[src/rtl/timer_sched_pkg.sv]
// timer_sched_pkg
// Shared definitions for the timer scheduler: FSM state encoding and the
// round-robin winner pick used when the shared timer is free.
// No ports (package).

package timer_sched_pkg;

    typedef enum logic [1:0] {
        IDLE = 2'd0,
        RUN  = 2'd1,
        DONE = 2'd2
    } state_t;

    // Widest supported requester count; the pick function works on a
    // vector padded to this width so one function serves every N_REQ.
    localparam int unsigned MAX_REQ = 8;
    localparam int unsigned IDX_W   = 3;

    typedef struct packed {
        logic             valid;
        logic [IDX_W-1:0] idx;
    } rr_pick_t;

    // Scan starting at the requester just above `last`, wrapping at n_req.
    // The previous owner is therefore checked last.
    function automatic rr_pick_t rr_pick(input logic [MAX_REQ-1:0] req_vec,
                                         input logic [IDX_W-1:0]   last,
                                         input int unsigned        n_req);
        rr_pick_t    p;
        int unsigned cand;
        p.valid = 1'b0;
        p.idx   = '0;
        for (int unsigned k = 1; k <= MAX_REQ; k++) begin
            if ((k <= n_req) && !p.valid) begin
                cand = (32'(last) + k) % n_req;
                if (req_vec[IDX_W'(cand)]) begin
                    p.valid = 1'b1;
                    p.idx   = IDX_W'(cand);
                end
            end
        end
        return p;
    endfunction

endpackage

[src/rtl/timer_scheduler_ticker.sv]
// interval_ticker
// Free-running unit ticker: counts 0..TICK-1 while enabled and emits a
// one-cycle tick on the wrap back to 0. Replaces ad-hoc one-second counters.
// Ports:
//   clk   - system clock
//   rst_n - asynchronous active-low reset
//   clr   - synchronous clear of the count (wins over en)
//   en    - count enable
//   tick  - high in the cycle the count sits at TICK-1 while enabled

module interval_ticker #(
    parameter int unsigned TICK = 300000000
) (
    input  logic clk,
    input  logic rst_n,
    input  logic clr,
    input  logic en,
    output logic tick
);

    localparam int unsigned CW   = (TICK > 1) ? $clog2(TICK) : 1;
    localparam logic [CW-1:0] LAST = CW'(TICK - 1);

    logic [CW-1:0] cnt_q;
    logic [CW-1:0] cnt_d;

    always_comb begin
        tick  = en && (cnt_q == LAST);
        cnt_d = cnt_q;
        if (clr) begin
            cnt_d = '0;
        end else if (en) begin
            cnt_d = tick ? '0 : cnt_q + 1'b1;
        end
    end

    always_ff @(posedge clk or negedge rst_n) begin
        if (!rst_n) begin
            cnt_q <= '0;
        end else begin
            cnt_q <= cnt_d;
        end
    end

endmodule

[src/rtl/timer_scheduler.sv]
// timer_scheduler
// Shares one interval timer among N_REQ requesters. A free timer is granted
// round-robin; the owner runs for dur*TICK cycles and receives a one-cycle
// done pulse. Dropping req while owning the timer cancels without done.
// Ports:
//   clk   - system clock
//   rst_n - asynchronous active-low reset
//   req   - level request per requester
//   dur   - packed durations in timer units, requester i at [i*DUR_W +: DUR_W]
//   grant - one-hot, high while requester i owns the timer
//   done  - one-hot, one-cycle pulse when the owner's interval expires
//   busy  - high while in RUN or DONE
//
// state | meaning
// ------+-----------------------------------------------------------
// IDLE  | timer free; arbitrate pending requests
// RUN   | owner holds the timer; ticker and unit_cnt advancing
// DONE  | one-cycle done pulse to the owner; pointer moves on

module timer_scheduler
    import timer_sched_pkg::*;
#(
    parameter int unsigned N_REQ = 4,
    parameter int unsigned TICK  = 300000000,
    parameter int unsigned DUR_W = 4
) (
    input  logic                   clk,
    input  logic                   rst_n,
    input  logic [N_REQ-1:0]       req,
    input  logic [N_REQ*DUR_W-1:0] dur,
    output logic [N_REQ-1:0]       grant,
    output logic [N_REQ-1:0]       done,
    output logic                   busy
);

    localparam int unsigned OW = (N_REQ > 1) ? $clog2(N_REQ) : 1;

    state_t             state_q, state_d;
    logic [OW-1:0]      owner_q, owner_d;
    logic [OW-1:0]      last_owner_q, last_owner_d;
    logic [DUR_W-1:0]   dur_q, dur_d;
    logic [DUR_W-1:0]   unit_cnt_q, unit_cnt_d;
    logic [N_REQ-1:0]   grant_q, grant_d;
    logic [N_REQ-1:0]   done_q, done_d;
    logic               busy_q, busy_d;

    logic [MAX_REQ-1:0] req_pad;
    rr_pick_t           pick;
    logic [DUR_W-1:0]   dur_sel;
    logic [DUR_W-1:0]   unit_inc;
    logic               tick_clr;
    logic               tick_en;
    logic               tick;

    interval_ticker #(
        .TICK (TICK)
    ) u_ticker (
        .clk   (clk),
        .rst_n (rst_n),
        .clr   (tick_clr),
        .en    (tick_en),
        .tick  (tick)
    );

    always_comb begin
        req_pad              = '0;
        req_pad[N_REQ-1:0]   = req;
        pick                 = rr_pick(req_pad, IDX_W'(last_owner_q), N_REQ);
    end

    always_comb begin
        state_d      = state_q;
        owner_d      = owner_q;
        last_owner_d = last_owner_q;
        dur_d        = dur_q;
        unit_cnt_d   = unit_cnt_q;
        tick_clr     = 1'b0;
        tick_en      = 1'b0;
        dur_sel      = '0;
        unit_inc     = unit_cnt_q + 1'b1;

        case (state_q)
            IDLE: begin
                if (pick.valid) begin
                    for (int i = 0; i < int'(N_REQ); i++) begin
                        if (pick.idx == IDX_W'(i)) begin
                            owner_d = OW'(i);
                        end
                    end
                    for (int i = 0; i < int'(N_REQ); i++) begin
                        if (owner_d == OW'(i)) begin
                            dur_sel = dur[i*DUR_W +: DUR_W];
                        end
                    end
                    dur_d      = dur_sel;
                    unit_cnt_d = '0;
                    tick_clr   = 1'b1;
                    state_d    = RUN;
                end
            end
            RUN: begin
                tick_en = 1'b1;
                // Cancel outranks a completing tick in the same cycle.
                if (!req[owner_q]) begin
                    last_owner_d = owner_q;
                    state_d      = IDLE;
                end else if (dur_q == '0) begin
                    state_d = DONE;
                end else if (tick) begin
                    unit_cnt_d = unit_inc;
                    if (unit_inc == dur_q) begin
                        state_d = DONE;
                    end
                end
            end
            DONE: begin
                last_owner_d = owner_q;
                state_d      = IDLE;
            end
            default: begin
                state_d = IDLE;
            end
        endcase

        // Outputs are registered: decode from the next state.
        for (int i = 0; i < int'(N_REQ); i++) begin
            grant_d[i] = (state_d == RUN)  && (owner_d == OW'(i));
            done_d[i]  = (state_d == DONE) && (owner_q == OW'(i));
        end
        busy_d = (state_d != IDLE);
    end

    always_ff @(posedge clk or negedge rst_n) begin
        if (!rst_n) begin
            state_q      <= IDLE;
            owner_q      <= '0;
            last_owner_q <= OW'(N_REQ - 1);
            dur_q        <= '0;
            unit_cnt_q   <= '0;
            grant_q      <= '0;
            done_q       <= '0;
            busy_q       <= 1'b0;
        end else begin
            state_q      <= state_d;
            owner_q      <= owner_d;
            last_owner_q <= last_owner_d;
            dur_q        <= dur_d;
            unit_cnt_q   <= unit_cnt_d;
            grant_q      <= grant_d;
            done_q       <= done_d;
            busy_q       <= busy_d;
        end
    end

    assign grant = grant_q;
    assign done  = done_q;
    assign busy  = busy_q;

endmodule

[config.mk]
export PLATFORM = sky130hd
export DESIGN_NAME = timer_scheduler
export DESIGN_NICKNAME = d
export VERILOG_FILES = /design/src/rtl/timer_sched_pkg.sv /design/src/rtl/timer_scheduler_ticker.sv /design/src/rtl/timer_scheduler.sv
export SDC_FILE = /design/constraint.sdc
export NUM_CORES = 1
export LEC_CHECK = 0
export BUFFER_PORTS_ARGS = -buffer_cell sky130_fd_sc_hd__buf_2
export CORE_ASPECT_RATIO = 0.7
export CORE_UTILIZATION = 41
export DETAILED_ROUTE_END_ITERATION = 12
export SLEW_MARGIN = 30
export SYNTH_ARGS = -nofsm -noshare
export SYNTH_HDL_FRONTEND = slang
export SYNTH_SLANG_ARGS = --single-unit
[constraint.sdc]
create_clock -name clk -period 4.8 [get_ports clk]
set_input_delay 0.24 -clock clk [delete_from_list [all_inputs] [get_ports clk]]
set_output_delay 0.24 -clock clk [all_outputs]
set_load 0.05 [all_outputs]
==> results of run 1 <==
cells in the final DEF (no fill, tap or decap), types with 3 or more instances in the layout:
cell type   n
a21o_1      3
a21oi_1    21
a31oi_1    14
and2_1      4
and3_1      4
buf_2      30
buf_4       3
clkbuf_8    5
dfrtp_1    50
inv_1       9
mux2i_1    16
nand2_1    36
nand2b_1    5
nand3_1    13
nand4_1    14
nor2_1     17
nor3_1      8
nor3b_1     3
nor4_1      3
o211ai_1    4
o21ai_0    23
o31a_1      4
or2_2       3
or3_1       5
xnor2_1     5
synth_stat cells, types with 2 or more instances:
cell type / number
dfrtp_1: 50
nand2_1: 36
o21ai_0: 23
a21oi_1: 21
nor2_1: 17
mux2i_1: 16
a31oi_1: 15
nand4_1: 14
nand3_1: 13
inv_1: 9
buf_2: 8
nor3_1: 8
nand2b_1: 5
or3_1: 5
xnor2_1: 5
and2_1: 4
and3_1: 4
clkbuf_1: 4
o211ai_1: 4
o31a_1: 4
a21o_1: 3
nor3b_1: 3
nor4_1: 3
or2_2: 3
a21boi_0: 2
a41oi_1: 2
dfstp_2: 2
ha_1: 2
mux2_2: 2
nand3b_1: 2
nand4_2: 2
nor4b_2: 2
o21ai_1: 2
o22a_1: 2
or4_1: 2
or4b_4: 2
xor2_1: 2
worst max-delay path, delay by kind of cell (launching register included):
family / cells / cell delay, ns
AOI/OAI and AO/OA: 1 / 0.31
adders and majority gates: 1 / 0.28
DFF: 1 / 0.42
and+or+nand+nor: 4 / 1.22
logic make-up after synthesis:
family,after synthesis
multiplexers,19
XOR/XNOR,7
flip-flops,52
buffers and inverters,22
adder cells (fa/ha/maj),2
AO/OA/AOI/OAI,84
AND/OR/NAND/NOR,133
per-stage QoR:
step | hold WS [ns] | std cells | instance area (µm²) | setup WS (ns) | util
after CTS | 0.0770 | 441 | 3320 | 2.50 | 0.483
after floorplan | -0.0556 | 319 | 2980 | 2.87 | -
final | 0.0367 | 441 | 3320 | 2.47 | 0.483
after detailed placement | 0.411 | 433 | 3210 | 2.53 | 0.467
after global routing | 0.109 | 441 | 3320 | 2.25 | 0.483
after global placement | 0.407 | 433 | 3210 | 2.60 | 0.467
sequential cells by signal (all words and copies together) (netlist names):
register        count
busy                1
done                4
dur_q               4
grant               4
last_owner_q        2
owner_q             2
state_q             2
u_ticker.cnt_q     29
unit_cnt_q          4
power by group:
group / switching (mW) / internal [mW] / total (mW)
sequential: 0.0907 / 0.524 / 0.615
clock: 0.146 / 0.154 / 0.300
combinational: 0.424 / 0.243 / 0.667
area by class of cell:
type | count | area share
clock buffers | 5 | 0.0207
multi-input cells | 245 | 0.477
well taps | 94 | 0.0354
repair buffers | 33 | 0.0519
clock inverters | 3 | 0.0128
flip-flops and latches | 52 | 0.392
inverters | 9 | 0.0102
per-layer routing:
metal / track usage / routed length [µm] / up-vias
met5: 0 / 0 / -
met4: 0.0429 / 53 / 0
met3: 0.0311 / 407 / 4
met2: 0.287 / 2710 / 62
met1: 0.290 / 3560 / 1226
li1: - / - / 1247
how the worst min path moves through the flow:
stage,slack (ns),startpoint,endpoint
after floorplan,-0.06,rst_n,busy$_DFF_PN0_
after global placement,0.41,rst_n,dur_q[1]$_DFFE_PN0P_
after detailed placement,0.41,rst_n,dur_q[3]$_DFFE_PN0P_
after CTS,0.08,rst_n,unit_cnt_q[2]$_DFFE_PN0P_
after global routing,0.11,rst_n,dur_q[3]$_DFFE_PN0P_
final,0.04,rst_n,dur_q[3]$_DFFE_PN0P_
==> results.md, run 1 <==
- Antenna violations before repair: 0
- Post-synth EDFFs: 0
- Post-synth ARST share: 1.00
- Distinct cells, synth: 53
- Post-cts gate resize count: 0
- Worst r2r path cells: 6
- Initial Util: 0.432
- Routed vias/inst: around 5.8
- Core Area: 6880 µm²
- FF+latch count, synth: 52
- CTS tree: yes
- Synth warn: 0
- WP data required: ~5 ns
- Clock Skews: about 0.007 ns
- CP Launch Type: register
- FMAX: roughly 0.43 GHz
- Total track usage: 0.192
- First-pass GRT wire length: 11.6 mm
- Endpoints failing hold: 0
- Yosys top cell area share: 0.421
- Largest net degree at the start of global routing: 53
- I/O pins: 31
- Final setup violation count: 0
- Avg Cell Area, Syn: around 9.3 µm²
- Arrival @ worst endpoint: around 2.6 ns
- Post-DP HPWL: 4.81 mm
- Placement Rows: 25
- P per Cell Area: approximately 480 nW/µm²
- Routed WL per cell: ~15 µm
- Leakage: roughly 1.4 nW
- CP peak stage delay: 0.42 ns
- Crit path cell chain: ha_1 -> nand4_1 -> nor2_1 -> nand4_2 -> o21ba_2 -> nor4b_2
- Slew headroom: 0.395
- Tot Pwr: ~1.6 mW
- Clock buffer depth: 2
- GR Overflow Total: 0
- Root Buffer: clkbuf_8
- CP Capture Point: done[1]$_DFF_PN0_
- Maximum Capacitance Violations: 0
- Post-synthesis adder-cell area fraction: 0.00841
- Clk slew on worst S/H paths: 0.09 ns
- Simple-gate share of the synthesized area: 0.258
- Worst-Skew Late Latency: 0.30 ns
- IO Port Bufs: 30
- Setup tns final: 0 ns
- Syn Inst Count: ~320
- Final period util: 0.486
- Status: complete, no violations
- Tightest Hold Check Type: primary input to async pin
- XOR/XNOR Fraction of Synth Area: 0.0206
- Area grow syn2layout: 11.7%
- Antenna fix cells: 0
- Yosys top cell by area: dfrtp_1
- Measured slew at the worst slew-check pin: approximately 0.90 ns
- FF-to-FF setup slack: 2.47 ns
- Vias: about 2500
- Setup CP Type: register to register
- Setup Buffers After CTS: 0
- GP Congestion: between 0.7 and 0.8
- Clock sinks: 52
- Area contributors post-synth: dfrtp_1 42%, mux2i_1 5.4%, nand2_1 4.5%
- Area occupied by multi-input gates: 1590 µm²
- Compound-gate portion of the synthesized area: 0.175
- Post-Syn Nets: between 300 and 400
- Reg area: approximately 1300 µm²
- Vias in the first global route: about 2300
- Die Y: 73.3 µm
- DRC: 0
- Slowest-stage cell, CP: dfrtp_1
- 1st-iter DRT viols: just under 200
- DRT Wirelength: approximately 6.7 mm
- Htree depth: 2
- Peak VDD IR: about 220 µV
- Crit. Startpoint: u_ticker.cnt_q[0]$_DFFE_PN0P_
- First drt pass iteration count: 4
- Die Area: 7610 µm²
- Largest family of logic cells by synthesized area: simple AND/OR/NAND/NOR gates
- FF-to-FF Start: u_ticker.cnt_q[0]$_DFFE_PN0P_
- Fillers: approximately 660
- Fin nets: 370
- R2r endpoint: done[1]$_DFF_PN0_
- Hold_buf cts: 0
- Mapped Area: 2980 µm²
- Sequential area share after synthesis: 0.438
- CTS Buf Count: 5
- RSZ-0062 raised after global routing: no
- Ys flop type: dfrtp_1
- Nature of the critical path endpoint: register
- DIE WIDTH: 104 µm
- Share of cells above drive strength 1: 0.176
- Tmin final: between 2 and 2.5 ns
- Crit Path Max Fanout: 7
- Slew Viols, Final: 0
- Final antenna-violating net count: 0
- Mux contribution to synthesized area: 0.0690
No activity file was read; power rests on OpenSTA's default activity.
==> run 2: changes to the inputs <==
clock period = 1.9 ns   (was 4.8 ns; I/O delays follow)
==> run 2 against run 1 <==
The flow now finishes with violations (negative setup slack). Routed wire length rose by 12%. Worst setup slack lost 2.6 ns. Clock power rose to 2.6 times the previous value. Register-to-register slack got worse by 2.6 ns. Critical path type unchanged. Critical endpoint is now unit_cnt_q[2]$_DFFE_PN0P_. Largest cell class unchanged. Largest power group unchanged.
==> results.md, run 2 (synthesis results as in run 1) <==
- DIE WIDTH: 104 µm (unchanged)
- Final WS setup: -0.0851 ns (-2.55 ns)
- CP Launch Type: register
- Share of cells above drive strength 1: 0.321 (+0.145)
- Routed WL per cell: 15.3 µm (+0.42%)
- WP data required: 2.10 ns (-2.91 ns)
- Number of flip-flops under the largest register name: 29 (unchanged)
- Slowest-stage cell, CP: or4b_4
- Clock buffer depth: 2 (unchanged)
- Maximum Capacitance Violations: 0 (unchanged)
- RSZ-0062 raised after global routing: yes
- Die Area: 7610 µm² (unchanged)
- Total track usage: 0.211 (+0.0197)
- Reg area: 1300 µm² (unchanged)
- Arrival @ worst endpoint: 2.19 ns (-0.36 ns)
- Setup CP Type: register to register
- Clock sinks: 52 (unchanged)
- 1st-iter DRT viols: 141 (-28%)
- Clk slew on worst S/H paths: 0.10 ns (about the same)
- Die Y: 73.3 µm (unchanged)
- Nature of the critical path endpoint: register
- Initial Util: 0.432 (unchanged)
- FMAX: 0.504 GHz (+18%)
- Status: complete, but fails checks
- Endpoints failing hold: 0 (unchanged)
- GR Overflow Total: 0 (unchanged)
- P per Cell Area: 1170 nW/µm² (+150%)
- Peak VDD IR: 641 µV (+190%)
- Vias in the first global route: 2449 (+4.6%)
- Failing checks: negative setup slack
- First-pass GRT wire length: 12.4 mm (+7.0%)
- Clock Skews: 0.00356 ns (-0.00337 ns)
- GP Congestion: 0.801 (+2.5%)
- CTS tree: yes
- Area occupied by multi-input gates: 1690 µm² (+6.3%)
- Placement Rows: 25 (unchanged)
- Antenna fix cells: 0 (unchanged)
- Routed vias/inst: 5.54 (-3.7%)
- Tightest Hold Check Type: primary input to register
- Biggest register: u_ticker.cnt_q
- Area grow syn2layout: 28.4%
- CTS Buf Count: 5 (unchanged)
- Slew headroom: 0.591 (+0.196)
- Worst-Skew Late Latency: 0.31 ns (about the same)
- Core Area: 6880 µm² (unchanged)
- Post-DP HPWL: 5.57 mm (+16%)
- First drt pass iteration count: 5 (+1)
- Slew Viols, Final: 0 (unchanged)
- Root Buffer: clkbuf_8
- Most common cell after layout, fill and taps aside: dfrtp_1
- Final setup violation count: 23 (+23)
- Vias: 2716 (+7.0%)
- Tmin final: 1.99 ns (-0.350 ns)
- DRC: 0 (unchanged)
- Crit path cell chain: or4b_4 -> nor4_4 -> buf_4 -> a41o_1 -> nand2_2 -> a211o_1
- Commonest cells after routing, fill and taps aside: 50 x dfrtp_1, 49 x buf_4, 34 x nand2_1
- CP peak stage delay: 0.56 ns (+0.14 ns)
- Antenna violations before repair: 0 (unchanged)
- Pre-CTS setup slack: -0.105 ns (-2.63 ns)
- Largest net degree at the start of global routing: 44 (-17%)
- Final antenna-violating net count: 0 (unchanged)
- Leakage: 1.71 nW (+20%)
- Crit Path Max Fanout: 4 (-3)
- Fin nets: 419 (+13%)
- Htree depth: 2 (unchanged)
- Final period util: 1.04 (+0.558)
- IO Port Bufs: 30 (unchanged)
- Measured slew at the worst slew-check pin: 0.607 ns (-0.296 ns)
- Final design utilization: 0.555 (+0.0720)
- Fillers: 625 (-5.9%)
- DRT Wirelength: 7.51 mm (+12%)
- I/O pins: 31 (unchanged)
==> run 2: repair_timing <==
item | in CTS | in global routing
pin swaps | 5 | 3
setup buffers | 0 | 1
hold buffers | 1 | 0
hold endpoints to repair | 15 | 0
endpoints found under the setup margin | 19 | 39
cloned | 0 | 0
gates resized for setup | 7 | 17
==> run 2: through the flow <==
stage / cells / hold WS (ns) / total power, mW / instance area, µm² / TNS (ns)
3_3_place_gp: 480 / 0.0331 / 3.51 / 3590 / -0.128
2_1_floorplan: 319 / -0.201 / 2.87 / 2990 / -0.00624
4_1_cts: 489 / 0.0646 / 4.39 / 3750 / -0.760
6_report: 490 / 0.0721 / 4.45 / 3820 / -0.490
5_1_grt: 490 / 0.0672 / 4.77 / 3820 / -2.80
3_5_place_dp: 480 / 0.0403 / 3.56 / 3590 / -0.214
==> run 2: area by class of cell <==
| cell class | instances | area share |
|---|---|---|
| timing repair buffer | 82 | 0.149 |
| clock inverter | 3 | 0.0111 |
| multi-input combinational | 245 | 0.441 |
| sequential | 52 | 0.341 |
| inverter | 9 | 0.00884 |
| tap | 94 | 0.0308 |
| clock buffer | 5 | 0.0180 |
==> run 2: path summary, 6_finish.rpt <==
check                                          startpoint                              to  slack (ns)  cells after the start
min reg2reg                u_ticker.cnt_q[16]$_DFFE_PN0P_  u_ticker.cnt_q[16]$_DFFE_PN0P_        0.51                      1
min                                                dur[4]            dur_q[0]$_DFFE_PN0P_        0.07                      3
min in group asynchronous                           rst_n               done[3]$_DFF_PN0_        0.23                      2
max reg2reg                u_ticker.cnt_q[20]$_DFFE_PN0P_       unit_cnt_q[2]$_DFFE_PN0P_       -0.09                      6
max                        u_ticker.cnt_q[20]$_DFFE_PN0P_       unit_cnt_q[2]$_DFFE_PN0P_       -0.09                      6
max in group asynchronous                           rst_n   u_ticker.cnt_q[5]$_DFFE_PN0P_        1.06                      3
==> run 2: layer usage <==
metal / part of all wire / wire (µm) / vias up / GRT usage
li1: - / - / 1341 / -
met1: 0.53 / 3960 / 1316 / 0.328
met2: 0.42 / 3150 / 57 / 0.298
met3: 0.050 / 376 / 2 / 0.0515
met4: 0.0025 / 19 / 0 / 0.0333
met5: 0 / 0 / - / 0
==> run 2: power breakdown <==
group | switching (mW) | internal, mW | total [mW]
clock | 0.386 | 0.390 | 0.777
sequential | 0.197 | 1.32 | 1.52
combinational | 1.24 | 0.917 | 2.16
total | 1.82 | 2.63 | 4.45
==> run 2: worst max-delay path, delay by kind of cell (launching register included) <==
family / cells / cell delay, ns
AND/OR/NAND/NOR: 3 / 0.91
AO/OA/AOI/OAI: 2 / 0.42
flip-flops: 1 / 0.39
buffers and inverters: 1 / 0.16
